`config.mk`:
```
export PLATFORM = sky130hd
export DESIGN_NAME = aquarium_pump_sequencer
export DESIGN_NICKNAME = d
export VERILOG_FILES = /design/src/rtl/aquarium_pump_sequencer.sv
export SDC_FILE = /design/constraint.sdc
export NUM_CORES = 1
export LEC_CHECK = 0
export BUFFER_PORTS_ARGS = -buffer_cell sky130_fd_sc_hd__buf_2
export CAP_MARGIN = 20
export CORE_MARGIN = 2
export CORE_UTILIZATION = 45
export CTS_BUF_LIST = sky130_fd_sc_hd__clkbuf_4
export CTS_CLUSTER_DIAMETER = 50
export DETAILED_ROUTE_END_ITERATION = 12
export HOLD_SLACK_MARGIN = 0.15
export PLACE_DENSITY = 0.62
export REMOVE_ABC_BUFFERS = 1
export SLEW_MARGIN = 20
export SYNTH_ARGS = -nofsm -noshare
export SYNTH_HDL_FRONTEND = slang
export SYNTH_SLANG_ARGS = --single-unit
```
`constraint.sdc`:
```
create_clock -name clk -period 2.18 [get_ports clk]
set_input_delay 0 -clock clk [delete_from_list [all_inputs] [get_ports clk]]
set_output_delay 0 -clock clk [all_outputs]
set_load 0.03 [all_outputs]
```
`src/rtl/aquarium_pump_sequencer.sv`:
```
// Hot/cold aquarium pump sequencer: arbitrates two level requests onto one pump with a valve dead time.
// Latency: decisions made on a clk edge show up on the registered outputs at that same edge (one clk after sampling).
// Backpressure: none; requests are levels, a request ignored in DEAD/RUN/FAULT is simply re-evaluated from IDLE.
module aquarium_pump_sequencer #(
    parameter int TICK_DIV  = 50000000,
    parameter int MIN_ON    = 5,
    parameter int DEAD_TIME = 2,
    parameter int MAX_RUN   = 60
) (
    input  logic       clk,
    input  logic       clr,
    input  logic       req_hot,
    input  logic       req_cold,
    input  logic       water_ok,
    input  logic       fault_clr,
    output logic       valve_hot,
    output logic       valve_cold,
    output logic       pump_en,
    output logic       fault,
    output logic       busy,
    output logic [2:0] state
);

    localparam int PW = (TICK_DIV > 1) ? $clog2(TICK_DIV) : 1;
    localparam int TW = $clog2(MAX_RUN + 1);

    typedef enum logic [2:0] {
        S_IDLE     = 3'd0,
        S_DEAD     = 3'd1,
        S_RUN_HOT  = 3'd2,
        S_RUN_COLD = 3'd3,
        S_FAULT    = 3'd4
    } state_t;

    state_t        state_q;
    state_t        state_d;
    logic [PW-1:0] presc;
    logic          tick;
    logic [TW-1:0] timer;
    logic          grant_hot;     // 1 = hot side granted, 0 = cold side
    logic          grant_hot_d;
    logic          last_hot;      // side that most recently entered RUN
    logic          last_hot_d;
    logic          granted_req;

    assign tick        = (presc == PW'(TICK_DIV - 1));
    assign granted_req = grant_hot ? req_hot : req_cold;
    assign state       = state_q;

    // Free-running prescaler, independent of the sequencer state.
    always_ff @(posedge clk or negedge clr) begin
        if (!clr) begin
            presc <= '0;
        end else if (tick) begin
            presc <= '0;
        end else begin
            presc <= presc + PW'(1);
        end
    end

    // Per-state tick timer: cleared on any state change, saturates at MAX_RUN.
    always_ff @(posedge clk or negedge clr) begin
        if (!clr) begin
            timer <= '0;
        end else if (state_d != state_q) begin
            timer <= '0;
        end else if (tick && (timer < TW'(MAX_RUN))) begin
            timer <= timer + TW'(1);
        end
    end

    // Next-state, grant latch and fairness bookkeeping.
    always_comb begin
        state_d     = state_q;
        grant_hot_d = grant_hot;
        last_hot_d  = last_hot;
        case (state_q)
            S_IDLE: begin
                if (water_ok && (req_hot || req_cold)) begin
                    state_d = S_DEAD;
                    if (req_hot && !req_cold) begin
                        grant_hot_d = 1'b1;
                    end else if (!req_hot && req_cold) begin
                        grant_hot_d = 1'b0;
                    end else begin
                        grant_hot_d = !last_hot;   // tie: serve the side not served last
                    end
                end
            end
            S_DEAD: begin
                if (!water_ok || !granted_req) begin
                    state_d = S_IDLE;
                end else if (timer >= TW'(DEAD_TIME)) begin
                    state_d    = grant_hot ? S_RUN_HOT : S_RUN_COLD;
                    last_hot_d = grant_hot;
                end
            end
            S_RUN_HOT, S_RUN_COLD: begin
                // Interlock beats minimum-on time, which beats the over-run fault.
                if (!water_ok) begin
                    state_d = S_IDLE;
                end else if (!granted_req && (timer >= TW'(MIN_ON))) begin
                    state_d = S_IDLE;
                end else if (timer >= TW'(MAX_RUN)) begin
                    state_d = S_FAULT;
                end
            end
            S_FAULT: begin
                if (fault_clr) begin
                    state_d = S_IDLE;
                end
            end
            default: begin
                state_d = S_IDLE;
            end
        endcase
    end

    // State, grant and registered outputs decoded from the next state so they change together.
    always_ff @(posedge clk or negedge clr) begin
        if (!clr) begin
            state_q    <= S_IDLE;
            grant_hot  <= 1'b0;
            last_hot   <= 1'b0;
            valve_hot  <= 1'b0;
            valve_cold <= 1'b0;
            pump_en    <= 1'b0;
            fault      <= 1'b0;
            busy       <= 1'b0;
        end else begin
            state_q    <= state_d;
            grant_hot  <= grant_hot_d;
            last_hot   <= last_hot_d;
            valve_hot  <= (state_d == S_RUN_HOT)  || ((state_d == S_DEAD) && grant_hot_d);
            valve_cold <= (state_d == S_RUN_COLD) || ((state_d == S_DEAD) && !grant_hot_d);
            pump_en    <= (state_d == S_RUN_HOT)  || (state_d == S_RUN_COLD);
            fault      <= (state_d == S_FAULT);
            busy       <= (state_d != S_IDLE);
        end
    end

endmodule

```
# [Word level (Yosys, flattened, before mapping)]
# Index checks and enable logic that the tools add are counted.
# Widths: inputs -> output; s select.
[classes] n_reduce_logical=23 order_cmp=4 add_sub_neg=2 n_mux=17 bitwise=1 eq_ne=10
[ops] operator="$add 26x1->26 const B" n=1
[ops] operator="$eq 26x26->1 const B" n=1
[ops] operator="$mux 26" n=1
[ops] operator="$mux 3" n=7
[ops] operator="$eq 3x2->1 const B" n=4
[ops] operator="$mux 6" n=2
[ops] operator="$pmux 3 s4" n=1
[ops] operator="$logic_and 1x1->1" n=7
[ops] operator="$add 6x1->6 const B" n=1
[ops] operator="$eq 3x1->1 const B" n=2
[ops] operator="$eq 3x3->1 const B" n=2
[ops] operator="$ge 6x2->1 const B" n=1
[ops] operator="$ge 6x3->1 const B" n=1
[ops] operator="$ge 6x6->1 const B" n=1
[ops] operator="$logic_not 1->1" n=6
[ops] operator="$lt 6x6->1 const B" n=1
[ops] operator="$mux 1" n=6
[ops] operator="$logic_or 1x1->1" n=5
[ops] operator="$logic_not 3->1" n=1
[ops] operator="$ne 3x3->1" n=1
[ops] operator="$reduce_and 3->1" n=1
[ops] operator="$reduce_bool 3->1" n=1
[ops] operator="$reduce_bool 2->1" n=1
[ops] operator="$reduce_or 2->1" n=1
[ops] operator="$not 1->1" n=1
[word_totals] in_bits=6 ff_bits=42

# [Depth between registers and ports, before layout]
[depth] ltp_word=9 depth_mapped=7 ltp_nobuf=7

# [Least setup slack after synthesis]
# No wires, ideal clock.
[synth_timing] kind="flip-flop to flip-flop" from="register presc[0]" to="register timer[2]" stages_incl_launch_ff=7 arrival_ps=1821 setup_slack_ps=227 path_cell_list="dfrtp_1 > ha_1 > and4_1 > nand3_1 > or4b_1 > nor3_1 > nor4_2"
[synth_between] elab_chain_len=3
[synth_rtl] element="start: declaration" line_no="37" rtl="logic [PW-1:0] presc;"
[synth_rtl] element="start signal: assignment" line_no="57" rtl="presc <= presc + PW'(1);"
[synth_rtl] element="$eq 26x26->1" line_no="46" rtl="assign tick = (presc == PW'(TICK_DIV - 1));"
[synth_rtl] element="$logic_and 1x1->1" line_no="67" rtl="end else if (tick && (timer < TW'(MAX_RUN))) begin"
[synth_rtl] element="$reduce_bool 2->1 (no line)"
[synth_rtl] element="end signal: assignment" line_no="68" rtl="timer <= timer + TW'(1);"
[synth_rtl] element="end: declaration" line_no="39" rtl="logic [TW-1:0] timer;"
# Every way passes these cells.
# A chain may end at the register's enable or synchronous reset.

# [Final worst setup path]
[layout_timing] from="register timer[0]" to="register timer[2]"
[layout_between] elab_chain_len=7 elab_cells_between_ends=17 classes_between="add/sub (1); order compare (4); eq/ne (1); mux (8); reduce/logical (3)"
[layout_rtl] element="$ge 6x6->1 / $ge 6x3->1 (equally long branches)" line_no="104, 102"
[layout_rtl] element="$mux 3 / $logic_and 1x1->1 (equally long branches)" line_no="104, 102"
[layout_rtl] element="$mux 3" line_no="102" rtl="end else if (!granted_req && (timer >= TW'(MIN_ON))) begin"
[layout_rtl] element="$mux 3" line_no="100" rtl="if (!water_ok) begin"
[layout_rtl] element="$pmux 3 s4" line_no="77" rtl="case (state_q)"
[layout_rtl] element="$ne 3x3->1" line_no="65" rtl="end else if (state_d != state_q) begin"
[layout_rtl] element="$mux 6 / $reduce_bool 2->1 (equally long branches)"
# Parallel ways exist; a longest one is shown, timed or not. The select of a mux whose other input is x is not followed.

==> impl_metrics.yaml <==
run:
  maxCapViolations: 0
place:
  placed_cell_area_um2: 2320
  portBuffers: 13
  gp_congestion: 0.8240
  place_inst: 286
  hpwl_mm: 2.886
cells_and_area:
  mostFrequentLayoutCells: "dfrtp_1, nor2_1, xnor2_1"
  largest_register_ffs: 26
  post-route-cell-area_um2: 2465
  diodes: 0
  final_common_cell: "dfrtp_1"
  largest_register: "presc"
  final_cells: 300
  drive_above_1_share_pct: 16.67
  final_nets: 256
  area_growth_pct: 14.07
routing:
  drc_errors: 0
  first_pass_iters: 4
  routedWlPerCell_um: 13.57
  final_antenna_net_count: 0
  avgViaCountPerCell: 5.307
  drt-total-wl_mm: 4.071
  drtIter0Drc: 67
  routed-via-count: 1592
pwr:
  power.leakage_nw: 1.106
  powerDensity_nw_per_um2: 591.7
  ir_drop_uv: 363.5
synth:
  synth.distinct_cells: 42
  avgSynthCellArea_um2: 9.958
  async_flop_share_pct: 100.0
  synth_ff_type: "dfrtp_1"
  synth-seq-cells: 42
  synth_cells: 217
  ys_seq_area_share_pct: 48.64
  ys_warn_count: 0
  synth-edff-count: 0
  syn_area_um2: 2161
timing:
  finalSetupViolCount: 0
  rsz0062_at_grt: "no"
  finalHoldViolCount: 0
  worstMarginPinSlew_ns: 0.9137
  slew_headroom_pct: 39.09
  fin_worst_skew_ns: 0.01358
  timing.final.crit_share_pct: 96.51
  slew_violations: 0
  hold_ws_ns: 0.3235
  max_freq_mhz: 475.3
  setup-tns-final_ns: 0
  period_needed_ns: 2.104
die:
  die_y_um: 73.30
  die_w_um: 73.30
  start_util_pct: 46.36
  rows: 25
  ios: 14
  coreArea_um2: 4661
  die_area_um2: 5372
global_routing:
  antenna_found_initial: 0
  grt_usage_pct: 17.78
  grt_pass1_wl_mm: 7.445
  grt_max_degree: 43
  grt_pass1_vias: 1704
  grt_overflow_total: 0
setup_path:
  worstPathMaxFanout: 6
  cp_data_required_time_ns: 2.42
  critical_path_arrival_ns: 2.35
  endpoint_kind: "register"
  crit_type: "reg -> reg"
  startpoint_type: "register"
cts:
  clkTransAtPathRegs_ns: 0.13
  numCtsBuffers: 5
  clkLatencyLatePin_ns: 0.34
  clockRootBuffer: "clkbuf_4"
  numClockSinks: 42
  clockBufferDepth: 2
  cts_tree: "yes"
  htree_levels: 2
outcome:
  run_status: "finished clean"
hold_path:
  min_path_type: "in -> async"
final timing paths:
check | start | slack, ns | end | cells past startpoint
max | timer[0] | 0.08 | timer[2] | 7
min | clr | 0.32 | timer[1] | 2
max reg2reg | timer[0] | 0.08 | timer[2] | 7
min reg2reg | presc[0] | 0.50 | presc[0] | 1
max in group asynchronous | clr | 1.29 | presc[10] | 2
min in group clk | req_cold | 0.44 | grant_hot | 3
power breakdown:
part | leakage, nW | internal (mW) | switching (mW)
Sequential | 0.565 | 0.799 | 0.0115
Combinational | 0.496 | 0.0553 | 0.106
Clock | 0.0450 | 0.238 | 0.248
Total | 1.11 | 1.09 | 0.366
synth_stat cells (all sizes together) (3+ instances only):
cell type / instances / area, µm²
o21ai: 4 / 20.02
a21oi: 7 / 38.79
nor4: 10 / 75.07
nor2b: 5 / 31.28
clkbuf: 3 / 11.26
ha: 5 / 62.56
inv: 10 / 37.54
and4: 3 / 26.28
nand3: 14 / 70.07
nor3: 12 / 65.06
nand4: 8 / 50.05
xor2: 9 / 78.83
nand2b: 3 / 18.77
dfrtp: 42 / 1051
or2: 3 / 21.28
nand2: 17 / 63.81
xnor2: 18 / 157.7
nor2: 21 / 78.83
final cells by class:
cell class / instances / area, µm²
multi-input combinational: 161 / 1064
tap: 54 / 67.56
inverter: 10 / 37.54
fill: 417 / 2196
timing repair buffer: 25 / 167.7
clock inverter: 3 / 40.04
clock buffer: 5 / 37.54
sequential: 42 / 1051
per-layer routing:
| metal | global-route usage, % | up-vias | wire length (µm) |
|---|---|---|---|
| met2 | 31.33 | 17 | 2021 |
| met3 | 3.018 | 4 | 74 |
| met1 | 21.73 | 750 | 1938 |
| met4 | 6.667 | 0 | 36 |
| met5 | 0 | - | 0 |
| li1 | - | 821 | - |
through the flow:
step | total power [mW] | setup slack (ns) | util [%]
global route | 1.531 | 0.006052 | 52.89
floorplan | 0.9221 | 0.1750 | -
CTS | 1.480 | 0.08120 | 52.51
detailed placement | 0.9810 | 0.1230 | 49.77
finish | 1.458 | 0.07600 | 52.89
global placement | 0.9827 | 0.1698 | 49.77
what timing repair did:
action                     in CTS  in global routing
resized for setup               0                  3
hold buffers                    5                  0
hold endpoints to repair       48                  0
setup endpoints to repair       0                  5
buffers inserted                0                  1
worst max-delay path: stages, from the launching register on:
cell     delay, ns
dfrtp_1       0.42
inv_1         0.10
ha_1          0.19
or2_2         0.30
or2_4         0.28
o31ai_2       0.28
a21oi_2       0.15
nor4_2        0.29
cells by family after synthesis:
kind of cell	after synthesis	synth area share, %
simple gates	105	26.69
flops	42	48.64
xor+xnor	27	10.94
compound gates	21	6.775
buf+inv	14	2.606
fa+ha+maj	5	2.895
mux	3	1.448
(Power assumes the default switching activity.)
